File: config.mk
export PLATFORM = sky130hd
export DESIGN_NAME = prog_byte_loader
export DESIGN_NICKNAME = d
export VERILOG_FILES = /design/src/rtl/prog_byte_loader_pkg.sv /design/src/rtl/prog_byte_loader_byte_fifo.sv /design/src/rtl/prog_byte_loader.sv
export SDC_FILE = /design/constraint.sdc
export NUM_CORES = 1
export LEC_CHECK = 0
export CORE_MARGIN = 2
export CORE_UTILIZATION = 35
export CTS_CLUSTER_SIZE = 14
export DETAILED_ROUTE_END_ITERATION = 12
export SYNTH_ARGS = -nofsm -noshare
export SYNTH_HDL_FRONTEND = slang
export SYNTH_SLANG_ARGS = --single-unit
File: constraint.sdc
create_clock -name clk -period 2.17 [get_ports clk]
set_clock_uncertainty 0.1 [all_clocks]
set_input_delay 0.3255 -clock clk [delete_from_list [all_inputs] [get_ports clk]]
set_output_delay 0.3255 -clock clk [all_outputs]
set_load 0.01 [all_outputs]
File: src/rtl/prog_byte_loader_pkg.sv
// Constants and state encodings shared by the byte loader, the RAM programmer and the RAM.
package prog_byte_loader_pkg;

    localparam int MEM_DEPTH = 16;
    localparam int SER_BITS  = 8;

    localparam logic [2:0] ST_OFF   = 3'd0;
    localparam logic [2:0] ST_IDLE  = 3'd1;
    localparam logic [2:0] ST_PULSE = 3'd2;
    localparam logic [2:0] ST_GAP   = 3'd3;
    localparam logic [2:0] ST_DONE  = 3'd4;

    typedef enum logic [2:0] {
        S_OFF   = ST_OFF,
        S_IDLE  = ST_IDLE,
        S_PULSE = ST_PULSE,
        S_GAP   = ST_GAP,
        S_DONE  = ST_DONE
    } state_t;

endpackage

File: src/rtl/prog_byte_loader_byte_fifo.sv
// Small byte FIFO with synchronous reset and flush; a push into a full FIFO is
// accepted only when a pop happens in the same cycle.
module byte_fifo #(
    parameter int DEPTH = 4
) (
    input  logic       clk,
    input  logic       reset,
    input  logic       flush,
    input  logic       push,
    input  logic [7:0] din,
    input  logic       pop,
    output logic [7:0] dout,
    output logic       full,
    output logic       empty
);

    localparam int AW = $clog2(DEPTH);
    localparam logic [AW:0]   CNT_ONE = (AW+1)'(1);
    localparam logic [AW-1:0] PTR_ONE = AW'(1);

    logic [7:0]    mem [DEPTH];
    logic [AW-1:0] wr_ptr;
    logic [AW-1:0] rd_ptr;
    logic [AW:0]   count;
    logic          do_pop;
    logic          do_push;

    assign full    = (count == (AW+1)'(DEPTH));
    assign empty   = (count == '0);
    assign dout    = mem[rd_ptr];
    assign do_pop  = pop && !empty;
    assign do_push = push && (!full || do_pop);

    always_ff @(posedge clk) begin
        if (reset || flush) begin
            wr_ptr <= '0;
            rd_ptr <= '0;
            count  <= '0;
        end else begin
            if (do_push) wr_ptr <= wr_ptr + PTR_ONE;
            if (do_pop)  rd_ptr <= rd_ptr + PTR_ONE;
            case ({do_push, do_pop})
                2'b10:   count <= count + CNT_ONE;
                2'b01:   count <= count - CNT_ONE;
                default: count <= count;
            endcase
        end
    end

    always_ff @(posedge clk) begin
        if (do_push && !reset && !flush) mem[wr_ptr] <= din;
    end

endmodule

File: src/rtl/prog_byte_loader.sv
// Serial-to-byte feeder for the RAM programmer: deserializes pin bytes into a FIFO and
// replays them as paced byte_out/new_byte pulses during a programming session.
module prog_byte_loader #(
    parameter int FIFO_DEPTH   = 4,
    parameter int PULSE_CYCLES = 2,
    parameter int GAP_CYCLES   = 8,
    parameter int MEM_DEPTH    = prog_byte_loader_pkg::MEM_DEPTH
) (
    input  logic                        clk,
    input  logic                        reset,
    input  logic                        ser_clk,
    input  logic                        ser_data,
    input  logic                        ser_frame,
    input  logic                        load_en,
    output logic [7:0]                  byte_out,
    output logic                        new_byte,
    output logic                        programming,
    output logic [$clog2(MEM_DEPTH):0]  bytes_loaded,
    output logic                        overflow,
    output logic                        done
);

    import prog_byte_loader_pkg::*;

    localparam int CYC_MAX = (PULSE_CYCLES > GAP_CYCLES) ? PULSE_CYCLES : GAP_CYCLES;
    localparam int CW      = $clog2(CYC_MAX + 1);
    localparam int BL_W    = $clog2(MEM_DEPTH) + 1;
    localparam int CNT_W   = $clog2(SER_BITS + 1);
    localparam logic [CW-1:0] PULSE_LAST = CW'(PULSE_CYCLES - 1);
    localparam logic [CW-1:0] GAP_LAST   = CW'(GAP_CYCLES - 1);

    state_t           state;
    logic [CW-1:0]    cyc;
    logic [1:0]       clk_sync;
    logic [1:0]       data_sync;
    logic [1:0]       frame_sync;
    logic             clk_prev;
    logic             ser_rise;
    logic [7:0]       shift_reg;
    logic [CNT_W-1:0] bit_cnt;
    logic             deser_active;
    logic             byte_ready;
    logic             fifo_pop;
    logic             fifo_flush;
    logic             fifo_full;
    logic             fifo_empty;
    logic [7:0]       fifo_head;

    always_ff @(posedge clk) begin
        if (reset) begin
            clk_sync   <= '0;
            data_sync  <= '0;
            frame_sync <= '0;
            clk_prev   <= 1'b0;
        end else begin
            clk_sync   <= {clk_sync[0], ser_clk};
            data_sync  <= {data_sync[0], ser_data};
            frame_sync <= {frame_sync[0], ser_frame};
            clk_prev   <= clk_sync[1];
        end
    end

    assign ser_rise     = clk_sync[1] && !clk_prev;
    assign deser_active = (state == S_IDLE) || (state == S_PULSE) || (state == S_GAP);
    // A full byte sits in shift_reg for one cycle with bit_cnt at SER_BITS; that is the push.
    assign byte_ready   = deser_active && (bit_cnt == CNT_W'(SER_BITS));
    assign fifo_pop     = (state == S_IDLE) && load_en && !fifo_empty;
    assign fifo_flush   = (state == S_OFF) && load_en;

    always_ff @(posedge clk) begin
        if (reset) begin
            shift_reg <= '0;
            bit_cnt   <= '0;
        end else if (!deser_active || !frame_sync[1] || byte_ready) begin
            bit_cnt <= '0;
        end else if (ser_rise) begin
            shift_reg <= {shift_reg[6:0], data_sync[1]};
            bit_cnt   <= bit_cnt + CNT_W'(1);
        end
    end

    byte_fifo #(.DEPTH(FIFO_DEPTH)) u_fifo (
        .clk   (clk),
        .reset (reset),
        .flush (fifo_flush),
        .push  (byte_ready),
        .din   (shift_reg),
        .pop   (fifo_pop),
        .dout  (fifo_head),
        .full  (fifo_full),
        .empty (fifo_empty)
    );

    // Pacing FSM; load_en is only re-examined at the end of a gap so a started byte always completes.
    always_ff @(posedge clk) begin
        if (reset) begin
            state        <= S_OFF;
            cyc          <= '0;
            byte_out     <= '0;
            new_byte     <= 1'b0;
            programming  <= 1'b0;
            bytes_loaded <= '0;
            overflow     <= 1'b0;
            done         <= 1'b0;
        end else begin
            if (byte_ready && fifo_full && !fifo_pop) overflow <= 1'b1;
            case (state)
                S_OFF: begin
                    if (load_en) begin
                        state        <= S_IDLE;
                        programming  <= 1'b1;
                        bytes_loaded <= '0;
                        overflow     <= 1'b0;
                    end
                end
                S_IDLE: begin
                    if (!load_en) begin
                        state       <= S_OFF;
                        programming <= 1'b0;
                    end else if (!fifo_empty) begin
                        byte_out <= fifo_head;
                        new_byte <= 1'b1;
                        cyc      <= '0;
                        state    <= S_PULSE;
                    end
                end
                S_PULSE: begin
                    if (cyc == PULSE_LAST) begin
                        new_byte     <= 1'b0;
                        bytes_loaded <= bytes_loaded + BL_W'(1);
                        cyc          <= '0;
                        state        <= S_GAP;
                    end else begin
                        cyc <= cyc + CW'(1);
                    end
                end
                S_GAP: begin
                    if (cyc == GAP_LAST) begin
                        cyc <= '0;
                        if (!load_en) begin
                            state       <= S_OFF;
                            programming <= 1'b0;
                        end else if (bytes_loaded == BL_W'(MEM_DEPTH)) begin
                            state       <= S_DONE;
                            programming <= 1'b0;
                            done        <= 1'b1;
                        end else begin
                            state <= S_IDLE;
                        end
                    end else begin
                        cyc <= cyc + CW'(1);
                    end
                end
                S_DONE: begin
                    if (!load_en) begin
                        state <= S_OFF;
                        done  <= 1'b0;
                    end
                end
                default: begin
                    state       <= S_OFF;
                    new_byte    <= 1'b0;
                    programming <= 1'b0;
                    done        <= 1'b0;
                end
            endcase
        end
    end

endmodule
==> impl_metrics.py <==
metrics = {
    "cells_and_area": {
        "final_cell_count_no_fill": 488,
        "largest_reg_flops": 32,
        "drive_gt1_share_pct": 19.2,
        "design_area_um2": 4300,
        "synthToLayoutAreaGrowth_pct": 23.0,
        "final_cell_mix": "dfxtp_1 (49), nor2_1 (32), edfxtp_1 (32)",
        "antenna_cells": 0,
        "multi_input_area_um2": 1450,
        "final_common_cell": "dfxtp_1",
        "regArea_um2": 1960,
        "nets": 367,
        "finish.utilization_pct": 44.2,
        "fillers": 944,
    },
    "worst_setup_path": {
        "end_kind": "flip-flop",
        "critical_path_class": "flip-flop to flip-flop",
        "cp_max_fo": 4,
        "startpoint_type": "flip-flop",
        "worstPathArrival_ns": 2.23,
        "cp_data_required_time_ns": 2.31,
    },
    "floorplanning": {
        "die_w_um": 104,
        "core_um2": 9730,
        "rows": 36,
        "pin_count": 23,
        "fp.dieH_um": 104,
        "start_util_pct": 36.0,
        "die_area_um2": 10800,
    },
    "route": {
        "detail_route.wl_per_cell_um": 13.4,
        "antenna_left": 0,
        "drc": 0,
        "dr_total_vias": 2358,
        "dr_wl_met3_um": 192,
        "viasPerCell": 4.83,
        "dr.pass1.iters": 4,
        "dr_wl_met2_um": 2920,
        "wl_um": 6550,
        "wl_met1_um": 3320,
        "routed.top_layer": "met4",
        "detail_route.iter0.violations": 104,
    },
    "pwr": {
        "power_mw": 3.62,
        "power_density_nw_per_um2": 841,
        "p_leak_nw": 1.58,
        "peakVddDrop_v": 0.000314,
    },
    "clock_tree": {
        "cts-buffers-inserted": 9,
        "clkSinkCount": 82,
        "cts-root-buf": "clkbuf_8",
        "hold_buffers": 0,
        "clock_latency_ns": 0.35,
        "cts_tree": "done",
        "path_clk_slew_ns": 0.08,
        "htree_num_levels": 3,
        "cts_buffer_depth": 2,
    },
    "placed_design": {
        "placed_area_um2": 4030,
        "place_inst": 471,
        "dp_slack_ns": -0.136,
        "io_buffer_count": 22,
        "place.gp.congestion": 0.790,
        "dp_hpwl_um": 4700,
    },
    "timing": {
        "fmax_mhz": 479,
        "setup_viol": 0,
        "slew_viol_final": 0,
        "post-route-min-period_ns": 2.09,
        "timing.final.ws_setup_ns": 0.0813,
        "finalHoldViolations": 0,
        "relSlewSlack_pct": 62.6,
        "fin_crit_sh_pct": 96.3,
        "worst_pin_slew_ns": 0.560,
    },
    "logic_synthesis": {
        "synth_seq_cells": 82,
        "ys.flop_type": "dfxtp_1",
        "netlist_area_um2": 3500,
        "synth_area_per_cell_um2": 11.5,
        "synthCells": 303,
        "synth_area_leaders": "dfxtp_1 (29%), edfxtp_1 (27%), mux4_2 (5.2%)",
        "synthArstFlopShare_pct": 0,
        "syn-num-nets": 320,
        "yosysTopAreaCell": "dfxtp_1",
        "netlist.area_leader.share_pct": 28.6,
        "ys_seq_area_share_pct": 56.1,
        "synth_edf_count": 32,
        "synth.distinct_cells": 60,
        "synth_warnings": 0,
    },
    "run_status": {
        "run_status": "finished clean",
    },
    "global_routing": {
        "antenna_found_initial": 0,
        "grt_first_pass_wirelength_um": 11200,
        "grt_overflow": 0,
        "grt_max_degree": 21,
        "grt_usage_pct": 12.8,
        "first_global_vias": 2254,
    },
    "run": {
        "maxCapViolCount": 0,
    },
    "hold_path": {
        "hp-class": "flip-flop to flip-flop",
    },
}
## layer usage
| layer | GRT usage, % | vias up |
|---|---|---|
| met5 | 0 | - |
| met4 | 7.05 | 0 |
| met3 | 2.38 | 9 |
| met2 | 18.7 | 29 |
| met1 | 17.8 | 1132 |
| li1 | - | 1188 |
## kinds of logic (layout without fill, tap and decap cells)
group,after synthesis,in the layout,share of synthesized area [%]
flip-flops,82,82,56.1
buffers and inverters,25,77,3.15
adder cells (fa/ha/maj),11,11,4.15
AND/OR/NAND/NOR,108,108,16.2
multiplexers,19,19,8.30
XOR/XNOR,9,9,2.25
AO/OA/AOI/OAI,49,49,9.84
## synthesized netlist by cell type (2+ instances only)
master and count:
a21oi_1 20, and3_1 5, o21ai_0 4, a311oi_1 2, nand2_1 27, o211ai_1 2, nor2_1 32, and4bb_1 2
mux4_2 8, nand4_1 7, or3_1 2, nor3_1 3, nand2b_1 2, buf_2 4, inv_1 9, xnor2_1 3
and2_1 2, nor2b_1 10, nand3_1 3, nand3b_1 2, a211oi_1 2, xor2_1 6, clkbuf_1 9, edfxtp_1 32
o2111ai_1 2, ha_1 10, dfxtp_1 50, mux2i_1 11
## final timing paths
kind,slack (ns),depth (start not counted),startpoint,end
min,0.34,1,data_sync[0],data_sync[1]
max,0.08,8,bit_cnt[1],u_fifo.count[2]
max reg2reg,0.08,8,bit_cnt[1],u_fifo.count[2]
min reg2reg,0.34,1,data_sync[0],data_sync[1]
## layout make-up
| class | instances | area share (%) |
|---|---|---|
| tap | 133 | 3.87 |
| sequential | 82 | 45.6 |
| clock buffer | 9 | 2.88 |
| inverter | 9 | 0.785 |
| multi-input combinational | 196 | 33.6 |
| timing repair buffer | 52 | 10.4 |
| clock inverter | 7 | 2.88 |
## per-stage QoR
step	setup TNS [ns]	hold WS (ns)
after floorplan	0	0.314
after global placement	-4.32	0.321
after detailed placement	-3.55	0.325
after CTS	0	0.344
after global routing	-0.0233	0.363
final	0	0.338
## repair_timing
| item | 4_1_cts | 5_1_grt |
|---|---|---|
| pin swaps | 0 | 4 |
| setup buffers | 0 | 1 |
| resized for setup | 1 | 5 |
| endpoints found under the setup margin | 1 | 1 |
## worst max-delay path: stages, from the launching register on
cell      delay [ns]
dfxtp_2         0.36
inv_2           0.04
ha_2            0.16
and3b_2         0.23
a211oi_4        0.26
fa_2            0.28
nand4_1         0.13
o311a_1         0.15
o31a_1          0.27
## where the power goes
part           switching [mW]  total [mW]  internal, mW  leakage, nW
combinational           0.352       0.620         0.268        0.754
sequential             0.0369        1.66          1.62        0.702
clock                   0.565        1.34         0.774        0.120
total                   0.953        3.62          2.67         1.58
No activity file was read; power rests on OpenSTA's default activity.
